[src/rtl/hdmiin_framectrl.sv]
// hdmiin_framectrl: Wishbone capture controller sequencing the HDMI copy
// engine over a 1-4 frame buffer ring. Define FRAMECTRL_LOCK_EN for buffer lock.
module hdmiin_framectrl #(
    parameter int XBITS = 13,
    parameter int YBITS = 11,
    parameter int AW    = 24
) (
    input  logic             i_clk,
    input  logic             i_reset,
    input  logic             i_wb_cyc,
    input  logic             i_wb_stb,
    input  logic             i_wb_we,
    input  logic [2:0]       i_wb_addr,
    input  logic [31:0]      i_wb_data,
    output logic             o_wb_stall,
    output logic             o_wb_ack,
    output logic [31:0]      o_wb_data,
    input  logic             i_frame_stb,
    output logic             o_en,
    output logic [AW-1:0]    o_first_address,
    output logic [AW-1:0]    o_words_per_line,
    output logic [XBITS-1:0] o_first_xpos,
    output logic [XBITS-1:0] o_pix_line,
    output logic [YBITS-1:0] o_first_ypos,
    output logic [YBITS-1:0] o_nlines,
    output logic             o_int
);
    typedef enum logic [1:0] {IDLE, ARMED, RUN, DRAIN} state_t;

    state_t state, state_nx;

    logic             enable, oneshot;
    logic [1:0]       nbuf_m1, live_nbuf_m1;
    logic [AW-1:0]    base, stride, line_words;
    logic [XBITS-1:0] xpos, pix_line;
    logic [YBITS-1:0] ypos, nlines;
    logic [1:0]       cur, last;
    logic             ovf, lock_en;
    logic [1:0]       lock_idx;
    logic [31:0]      frames;
    logic             ack_q;
    logic [31:0]      rdata;
    logic             acc, wr, wr_ctrl;
    logic             arm, complete, load;
    logic [1:0]       nxt0, nxt;
    logic             drop;
    logic [AW-1:0]    nxt_addr;
    logic             unused;

    // (n mod nbuf) for n in 0..4, nbuf given as nbuf-1
    function automatic logic [1:0] wrap(input logic [2:0] n, input logic [1:0] m1);
        logic [1:0] r;
        r = 2'd0;
        case (m1)
            2'd0: r = 2'd0;
            2'd1: r = {1'b0, n[0]};
            2'd2: r = (n == 3'd3) ? 2'd0 : ((n == 3'd4) ? 2'd1 : n[1:0]);
            default: r = n[1:0];
        endcase
        return r;
    endfunction

    assign unused     = ^i_wb_data;
    assign acc        = i_wb_cyc && i_wb_stb;
    assign wr         = acc && i_wb_we;
    assign wr_ctrl    = wr && (i_wb_addr == 3'd0);
    assign arm        = (state == IDLE) && enable;
    assign complete   = (state == RUN) && i_frame_stb;
    assign load       = arm || ((state != IDLE) && i_frame_stb);
    assign o_en       = (state == ARMED) || (state == RUN);
    assign o_wb_stall = 1'b0;
    assign o_wb_ack   = ack_q && i_wb_cyc;

    // Next write buffer, skipping a locked one; drop when no free buffer
    always_comb begin
        nxt0 = wrap({1'b0, cur} + 3'd1, live_nbuf_m1);
        nxt  = nxt0;
        drop = 1'b0;
`ifdef FRAMECTRL_LOCK_EN
        if (lock_en && (nxt0 == lock_idx))
            nxt = wrap({1'b0, nxt0} + 3'd1, live_nbuf_m1);
        if (lock_en && ((nxt == lock_idx) || (nxt == cur)))
            drop = 1'b1;
`endif
    end

    // Buffer address: base + index * stride via shift-add
    always_comb begin
        nxt_addr = base
                 + (nxt[0] ? stride : '0)
                 + (nxt[1] ? {stride[AW-2:0], 1'b0} : '0);
    end

    // State register
    always_ff @(posedge i_clk or posedge i_reset) begin
        if (i_reset) state <= IDLE;
        else         state <= state_nx;
    end

    // Next-state logic
    always_comb begin
        state_nx = state;
        case (state)
            IDLE:    if (enable) state_nx = ARMED;
            ARMED:   if (i_frame_stb) state_nx = RUN;
            RUN:     if (i_frame_stb && (oneshot || !enable)) state_nx = DRAIN;
            DRAIN:   if (i_frame_stb) state_nx = IDLE;
            default: state_nx = IDLE;
        endcase
    end

    // CTRL register; oneshot clears enable when the run ends
    always_ff @(posedge i_clk or posedge i_reset) begin
        if (i_reset) begin
            enable  <= 1'b0;
            oneshot <= 1'b0;
            nbuf_m1 <= 2'd0;
        end else if (wr_ctrl) begin
            enable  <= i_wb_data[0];
            oneshot <= i_wb_data[1];
            nbuf_m1 <= i_wb_data[3:2];
        end else if (complete && oneshot) begin
            enable  <= 1'b0;
        end
    end

`ifdef FRAMECTRL_LOCK_EN
    // Lock fields and sticky overflow; a drop beats a simultaneous clear
    always_ff @(posedge i_clk or posedge i_reset) begin
        if (i_reset) begin
            lock_en  <= 1'b0;
            lock_idx <= 2'd0;
            ovf      <= 1'b0;
        end else begin
            if (wr_ctrl) begin
                lock_en  <= i_wb_data[10];
                lock_idx <= i_wb_data[12:11];
            end
            if (complete && drop)
                ovf <= 1'b1;
            else if (wr_ctrl && i_wb_data[9])
                ovf <= 1'b0;
        end
    end
`else
    assign lock_en  = 1'b0;
    assign lock_idx = 2'd0;
    assign ovf      = 1'b0;
`endif

    // Shadow geometry registers written by the CPU
    always_ff @(posedge i_clk or posedge i_reset) begin
        if (i_reset) begin
            base       <= '0;
            stride     <= '0;
            line_words <= '0;
            xpos       <= '0;
            pix_line   <= '0;
            ypos       <= '0;
            nlines     <= '0;
        end else if (wr) begin
            case (i_wb_addr)
                3'd1: base       <= i_wb_data[AW-1:0];
                3'd2: stride     <= i_wb_data[AW-1:0];
                3'd3: line_words <= i_wb_data[AW-1:0];
                3'd4: begin
                    xpos     <= i_wb_data[XBITS-1:0];
                    pix_line <= i_wb_data[16+:XBITS];
                end
                3'd5: begin
                    ypos   <= i_wb_data[YBITS-1:0];
                    nlines <= i_wb_data[16+:YBITS];
                end
                default: ;
            endcase
        end
    end

    // Frame-boundary update of live outputs, rotation and frame count
    always_ff @(posedge i_clk or posedge i_reset) begin
        if (i_reset) begin
            live_nbuf_m1     <= 2'd0;
            o_words_per_line <= '0;
            o_first_xpos     <= '0;
            o_pix_line       <= '0;
            o_first_ypos     <= '0;
            o_nlines         <= '0;
            o_first_address  <= '0;
            cur              <= 2'd0;
            last             <= 2'd0;
            frames           <= '0;
            o_int            <= 1'b0;
        end else begin
            o_int <= complete;
            if (load) begin
                live_nbuf_m1     <= nbuf_m1;
                o_words_per_line <= line_words;
                o_first_xpos     <= xpos;
                o_pix_line       <= pix_line;
                o_first_ypos     <= ypos;
                o_nlines         <= nlines;
            end
            if (arm) begin
                cur             <= 2'd0;
                o_first_address <= base;
            end else if (complete) begin
                last   <= cur;
                frames <= frames + 32'd1;
                if (!drop) begin
                    cur             <= nxt;
                    o_first_address <= nxt_addr;
                end
            end
        end
    end

    // Register read mux
    always_comb begin
        rdata = '0;
        case (i_wb_addr)
            3'd0: begin
                rdata[0]     = enable;
                rdata[1]     = oneshot;
                rdata[3:2]   = nbuf_m1;
                rdata[5:4]   = cur;
                rdata[7:6]   = last;
                rdata[8]     = (state != IDLE);
                rdata[9]     = ovf;
                rdata[10]    = lock_en;
                rdata[12:11] = lock_idx;
            end
            3'd1: rdata[AW-1:0] = base;
            3'd2: rdata[AW-1:0] = stride;
            3'd3: rdata[AW-1:0] = line_words;
            3'd4: begin
                rdata[XBITS-1:0] = xpos;
                rdata[16+:XBITS] = pix_line;
            end
            3'd5: begin
                rdata[YBITS-1:0] = ypos;
                rdata[16+:YBITS] = nlines;
            end
            3'd6: rdata = frames;
            default: ;
        endcase
    end

    // Wishbone ack and read data, one cycle after each request
    always_ff @(posedge i_clk or posedge i_reset) begin
        if (i_reset) begin
            ack_q     <= 1'b0;
            o_wb_data <= '0;
        end else begin
            ack_q <= acc;
            if (acc) o_wb_data <= rdata;
        end
    end
endmodule

[config.mk]
export PLATFORM = sky130hd
export DESIGN_NAME = hdmiin_framectrl
export DESIGN_NICKNAME = d
export VERILOG_FILES = /design/src/rtl/hdmiin_framectrl.sv
export SDC_FILE = /design/constraint.sdc
export NUM_CORES = 1
export LEC_CHECK = 0
export BUFFER_PORTS_ARGS = -buffer_cell sky130_fd_sc_hd__buf_2
export CORE_MARGIN = 5
export CORE_UTILIZATION = 55
export CTS_CLUSTER_SIZE = 30
export DETAILED_ROUTE_END_ITERATION = 10
export PLACE_DENSITY = 0.76
export REMOVE_ABC_BUFFERS = 1
export SETUP_SLACK_MARGIN = 0.4
export SLEW_MARGIN = 20
export SYNTH_ARGS = -nofsm -noshare
export SYNTH_HDL_FRONTEND = slang
export SYNTH_SLANG_ARGS = --single-unit
[constraint.sdc]
create_clock -name i_clk -period 9.66 [get_ports i_clk]
set_clock_uncertainty 0.15 [all_clocks]
set_input_delay 0.483 -clock i_clk [delete_from_list [all_inputs] [get_ports i_clk]]
set_output_delay 0.483 -clock i_clk [all_outputs]
set_load 0.005 [all_outputs]
=== After elaboration in Yosys (flattened, before gate mapping) ===
Index checks and enable logic that the tools add are counted.

* $add $sub $neg: 4
* $mul: 0
* Divide/modulo/power cells: 0
* $lt $le $gt $ge: 0
* Equal/unequal tests: 17
* Shift-type cells: 0
* Mux-type cells: 23
* Bitwise operators: 1
* Reductions and logical operators: 26

{| class="wikitable"
|+ Operator list
! cell !! count
|-
| 24-bit two-way mux || 4
|-
| 11-bit case mux with 7 select lines || 1
|-
| 24-bit adder || 2
|-
| 8-bit case mux with 6 select lines || 1
|-
| 32-bit by 1-bit adder with 32-bit output, second input constant || 1
|-
| 2-bit two-way mux || 8
|-
| 3-bit == test, second input constant || 4
|-
| 3-bit case mux with 4 select lines || 1
|-
| 2-bit AND reduction || 6
|-
| 2-bit case mux with 5 select lines || 1
|-
| 3-bit by 2-bit == test with 1-bit output, second input constant || 3
|-
| 1-bit logical AND || 9
|-
| 3-bit case mux with 3 select lines || 1
|-
| 2-bit case mux with 4 select lines || 1
|-
| 2-bit == test, second input constant || 3
|-
| 2-bit != test, second input constant || 3
|-
| 2-bit case mux with 3 select lines || 1
|-
| 2-bit nonzero test || 3
|-
| 2-bit by 1-bit == test with 1-bit output, second input constant || 2
|-
| 2-bit zero test || 2
|-
| 2-bit case mux with 2 select lines || 1
|-
| 4-bit AND reduction || 1
|-
| 2-bit by 1-bit adder with 3-bit output, second input constant || 1
|-
| 3-bit by 1-bit == test with 1-bit output, second input constant || 1
|-
| 7 further kinds || 10
|}

* Register bits after elaboration: 294
* Bits in latches: 0
* Bits in writable memories: 0
* ROM bits: 0
* Input port bits: 41
* Output and inout bits: 132
* Logic and storage cells: 95
* Memories kept: 0

=== Longest topological paths before layout ===
* Word-level depth: 10
* Gate-level depth with buffers: 18
* Depth with buffers taken out: 17

=== Least setup slack after synthesis ===
No wires, ideal clock.

* Kind: reg2reg
* Start point: register cur[0]
* End point: register o_first_address[23]
* Library setup time: 0.127 ns
* Data arrival time: 3.390 ns
* Required time: 9.383 ns
* Path slack: 5.993 ns
* Stages on the path, launching flop included: 17
* Buffers on the path: 2
* Clock period less this slack: 3.667 ns
* Path through: dfrtp_1 -> ha_1 -> nand2_1 -> mux2i_1 -> clkbuf_1 -> and2_1 -> fa_1 -> ha_1 -> buf_6 -> a21oi_2 -> o21ai_1 -> a31o_1 -> a31oi_4 -> o221ai_2 -> o31ai_2 -> xnor2_1 -> o21ai_1

* Cells in the longest elaborated chain, start to end: 10
* Elaborated cells between the ends (all ways): 12
* Those cells by class: add/sub (3); eq/ne (2); mux (7)

{| class="wikitable"
|+ RTL lines
! what !! RTL line !! RTL
|-
| start, declared || 37 || <nowiki>logic [1:0] cur, last;</nowiki>
|-
| start signal, assigned || 210 || <nowiki>cur <= nxt;</nowiki>
|-
| 2-bit by 1-bit adder with 3-bit output (*) || 76 || <nowiki>nxt0 = wrap({1'b0, cur} + 3'd1, live_nbuf_m1);</nowiki>
|-
| 3-bit == test || 57 || <nowiki>2'd2: r = (n == 3'd3) ? 2'd0 : ((n == 3'd4) ? 2'd1 : n[1:0]);</nowiki>
|-
| 2-bit two-way mux (2 in a row) || 57 ||
|-
| 2-bit case mux with 3 select lines (*) || 54 || <nowiki>case (m1)</nowiki>
|-
| 24-bit two-way mux || 90 || <nowiki>+ (nxt[0] ? stride : '0)</nowiki>
|-
| 24-bit adder || 90 ||
|-
| 24-bit adder (*) || 91 || <nowiki>+ (nxt[1] ? {stride[AW-2:0], 1'b0} : '0);</nowiki>
|-
| 24-bit two-way mux (*) || 206 || <nowiki>end else if (complete) begin</nowiki>
|-
| 24-bit two-way mux (*) || 203 || <nowiki>if (arm) begin</nowiki>
|-
| end signal, assigned || 205 || <nowiki>o_first_address <= base;</nowiki>
|-
| end signal, assigned || 211 || <nowiki>o_first_address <= nxt_addr;</nowiki>
|-
| end, declared || 20 || <nowiki>output logic [AW-1:0] o_first_address,</nowiki>
|}

Mark *: on every way between the ends. The rest lies on a longest branch, timed or not. The select of a mux whose other input is x is not followed.
A chain may end at the register's enable or synchronous reset.

=== Worst setup path after layout ===
* Start point: register live_nbuf_m1[1]
* End point: register o_first_address[16]

* Cells in the longest elaborated chain, start to end: 7
* Elaborated cells between the ends (all ways): 10
* Those cells by class: add/sub (2); eq/ne (2); mux (5); reduce/logical (1)

{| class="wikitable"
|+ RTL lines
! what !! RTL line !! RTL
|-
| start, declared || 33 || <nowiki>logic [1:0] nbuf_m1, live_nbuf_m1;</nowiki>
|-
| start signal, assigned || 196 || <nowiki>live_nbuf_m1 <= nbuf_m1;</nowiki>
|-
| 2-bit == test (tied with other cells) || 54 ||
|-
| 2-bit case mux with 3 select lines (*) || 54 ||
|-
| 24-bit two-way mux || 90 ||
|-
| 24-bit adder || 90 ||
|-
| 24-bit adder (*) || 91 ||
|-
| 24-bit two-way mux (*) || 206 ||
|-
| 24-bit two-way mux (*) || 203 ||
|}

Marked as above.

==> results.cfg <==
[power]
power.internal_mw = 2.90
switching_share = 0.332
seqPwrFrac = 0.410
irDropWorstVdd_mv = 0.226
leakagePower_nw = 8.08
p_sw_mw = 1.44
p_clk_frac = 0.273
p_per_area_nw_per_um2 = 260
pwr-share-comb = 0.317

[sta]
worst_slew_pin_slew_ns = 1.05
tns_ns = 0
hold_viol = 0
max_freq_mhz = 221
grt_setup_unrepaired = false
slew_headroom = 0.297
whs_ns = 0.0231
finalSetupViolCount = 0
min_period_ns = 4.53
fin_crit_sh = 0.469
maxSlewViolCount = 0

[final_layout]
layout-drive-gt1-share = 0.349
nets = 1455
antenna_cells = 0
syn_to_final_growth_pct = 15.4

[clock_tree]
cts_tree = done
cts_buffer_depth = 3
cts_buffers = 30
clk_pin_slew_worst_paths_ns = 0.06
cts_setup_buffers = 0
ctsHoldBuffers = 3
cts-root-buf = clkbuf_16
h-tree-depth = 1
post_cts_resized = 0
cts.sinks = 294
clk_latency_ns = 0.56

[routing]
wl_per_cell_um = 21.7
dr.pass1.iters = 5
drc = 0
via_count = 10211
final_antenna_net_count = 0
drt_iter0_drc = 719
routed_wl_um = 37400
via_per_inst = 5.93

[grt]
grt_max_degree = 186
antenna_found_initial = 1
grt_pass1_vias = 10628
track_usage = 0.253
grt_overflow = 0
grt_pass1_wl_um = 59200

[logic_synthesis]
synth_edf_count = 0
syn-cell-area_um2 = 14500
synthCells = 1205
syn_area_per_cell_um2 = 12.0
ys_warn_count = 0
synth-seq-area-share = 0.508
ys_types = 68
ys_async_sr_fraction = 1.00
synth.area.top_cells = dfrtp_1 51%, mux2_2 16%, fa_1 3.2%
ys_ff_latch = 294
synthFlopType = dfrtp_1
synth_top_area_frac = 0.508
synth_area_leader_cell = dfrtp_1

[setup_path]
crit_start = live_nbuf_m1[1]$_DFFE_PP0P_
cp.required_ns = 9.92
crit_path_start_kind = register
path_class = register to register
critPathArrivalTime_ns = 4.80
crit_fanout = 25
cp-end-kind = register
r2r_start = live_nbuf_m1[1]$_DFFE_PP0P_

[die]
io_pins = 173
rows = 59
start_util = 0.557
core_um2 = 26000
die_w_um = 172
dieArea_um2 = 29700
die_y_um = 172

[hold_path]
worstHoldStart = i_wb_data[25]
hold_class = input pin to register

[placement]
io_buffer_count = 168
dp_hpwl_um = 24800
gp_congestion = 0.919

[flow_run]
maxCapViolCount = 0

[outcome]
outcome = finished clean
-- power groups by stage --
| stage | logic [mW] | clock network (mW) | registers, mW |
|---|---|---|---|
| CTS | 1.38 | 1.21 | 1.78 |
| global placement | 1.33 | 0 | 1.78 |
| floorplan | 0.896 | 0 | 1.75 |
| detailed placement | 1.37 | 0 | 1.80 |
| global route | 1.53 | 1.26 | 1.82 |
| finish | 1.38 | 1.19 | 1.78 |
-- per-stage QoR --
step	power [mW]	utilization	setup WS (ns)	instance area, µm²	std cells
after global routing	4.61	0.643	4.95	16700	1721
after detailed placement	3.16	0.602	5.11	15600	1662
after global placement	3.11	0.602	5.14	15600	1662
after floorplan	2.65	-	0.908	14200	1144
after CTS	4.37	0.642	5.05	16700	1721
final	4.35	0.643	5.13	16700	1721
-- cells in the mapped netlist (6+ instances only) --
master    number
ha_1          29
a31oi_1        7
fa_1          23
xor2_1        16
inv_1         15
nor2_1        54
a22oi_1       17
o21ai_1        8
a211oi_1       7
buf_2         27
a221oi_1       8
and3_1        31
nor2b_1        6
o22ai_1        8
nand3_1       14
nand2_1      104
and2_1        27
mux2_2       211
xnor2_1       36
clkbuf_1      26
a21oi_1       58
dfrtp_1      294
a21o_1         9
o21ai_0       54
mux2i_1       28
nand4_1       10
-- placed cells by master, fill, tap and decap left out, types with 9 or more instances in the layout --
cell type and count:
xor2_1 16, a22oi_1 17, fa_1 23, nand3_1 14, nor2_1 52, clkbuf_16 30
a21o_1 9, buf_2 168, ha_1 29, o21ai_0 54, and2_1 27, clkbuf_8 10
nand4_1 10, and3_1 31, nand2_1 103, a21oi_1 57, buf_4 14, xnor2_1 36
mux2_2 211, mux2i_1 26, dfrtp_1 294, inv_1 14
-- routing by layer --
layer  global-route usage  share of wire
met2                0.421           0.49
met5                    0        0.00019
met3               0.0396          0.063
met1                0.343           0.42
met4               0.0865          0.032
-- worst paths after layout --
kind | endpoint | slack, ns | cells past startpoint
max in group asynchronous | o_words_per_line[4]$_DFFE_PP0P_ | 7.38 | 4
hold reg to reg | o_wb_data[23]$_DFFE_PP0P_ | 0.32 | 1
setup reg to reg | o_first_address[16]$_DFFE_PP0P_ | 5.13 | 13
min in group asynchronous | o_pix_line[0]$_DFFE_PP0P_ | 0.45 | 3
hold / removal | nlines[9]$_DFFE_PP0P_ | 0.02 | 2
setup / recovery | o_first_address[16]$_DFFE_PP0P_ | 5.13 | 13
-- layout make-up --
type                       count  area, µm²
fill                        2002       9290
sequential                   294       7360
multi-input combinational    832       6830
timing repair buffer         186        996
clock buffer                  47        915
tap                          335        419
clock inverter                 9        111
inverter                      18       76.3
-- critical path, cell delays in order (launching register included) --
cell and delay (ns):
dfrtp_1 0.92, nand2_1 0.13, mux2i_2 0.30, buf_4 0.33
and2_1 0.19, fa_1 0.44, ha_1 0.41, a21oi_2 0.27
nand3_1 0.20, a31oi_1 0.35, o21ai_0 0.19, a21oi_1 0.21
xor2_1 0.19, o21ai_0 0.10
-- state kept, by name, indices dropped and copies added (netlist names), 11 cells and up --
name / count
frames: 32
o_wb_data: 32
base: 24
line_words: 24
o_first_address: 24
o_words_per_line: 24
stride: 24
o_first_xpos: 13
o_pix_line: 13
pix_line: 13
xpos: 13
nlines: 11
o_first_ypos: 11
o_nlines: 11
ypos: 11
-- kinds of logic (layout without fill, tap and decap cells) --
group           count (synthesis)  in the layout  synth area share
buf+inv                        79            260            0.0242
flops                         294            294             0.508
compound gates                207            207            0.0919
other cells                     1              1          0.000259
fa+ha+maj                      52             52            0.0569
simple gates                  272            272            0.0925
xor+xnor                       52             52            0.0315
mux                           248            248             0.194
No activity file was read; power rests on OpenSTA's default activity.
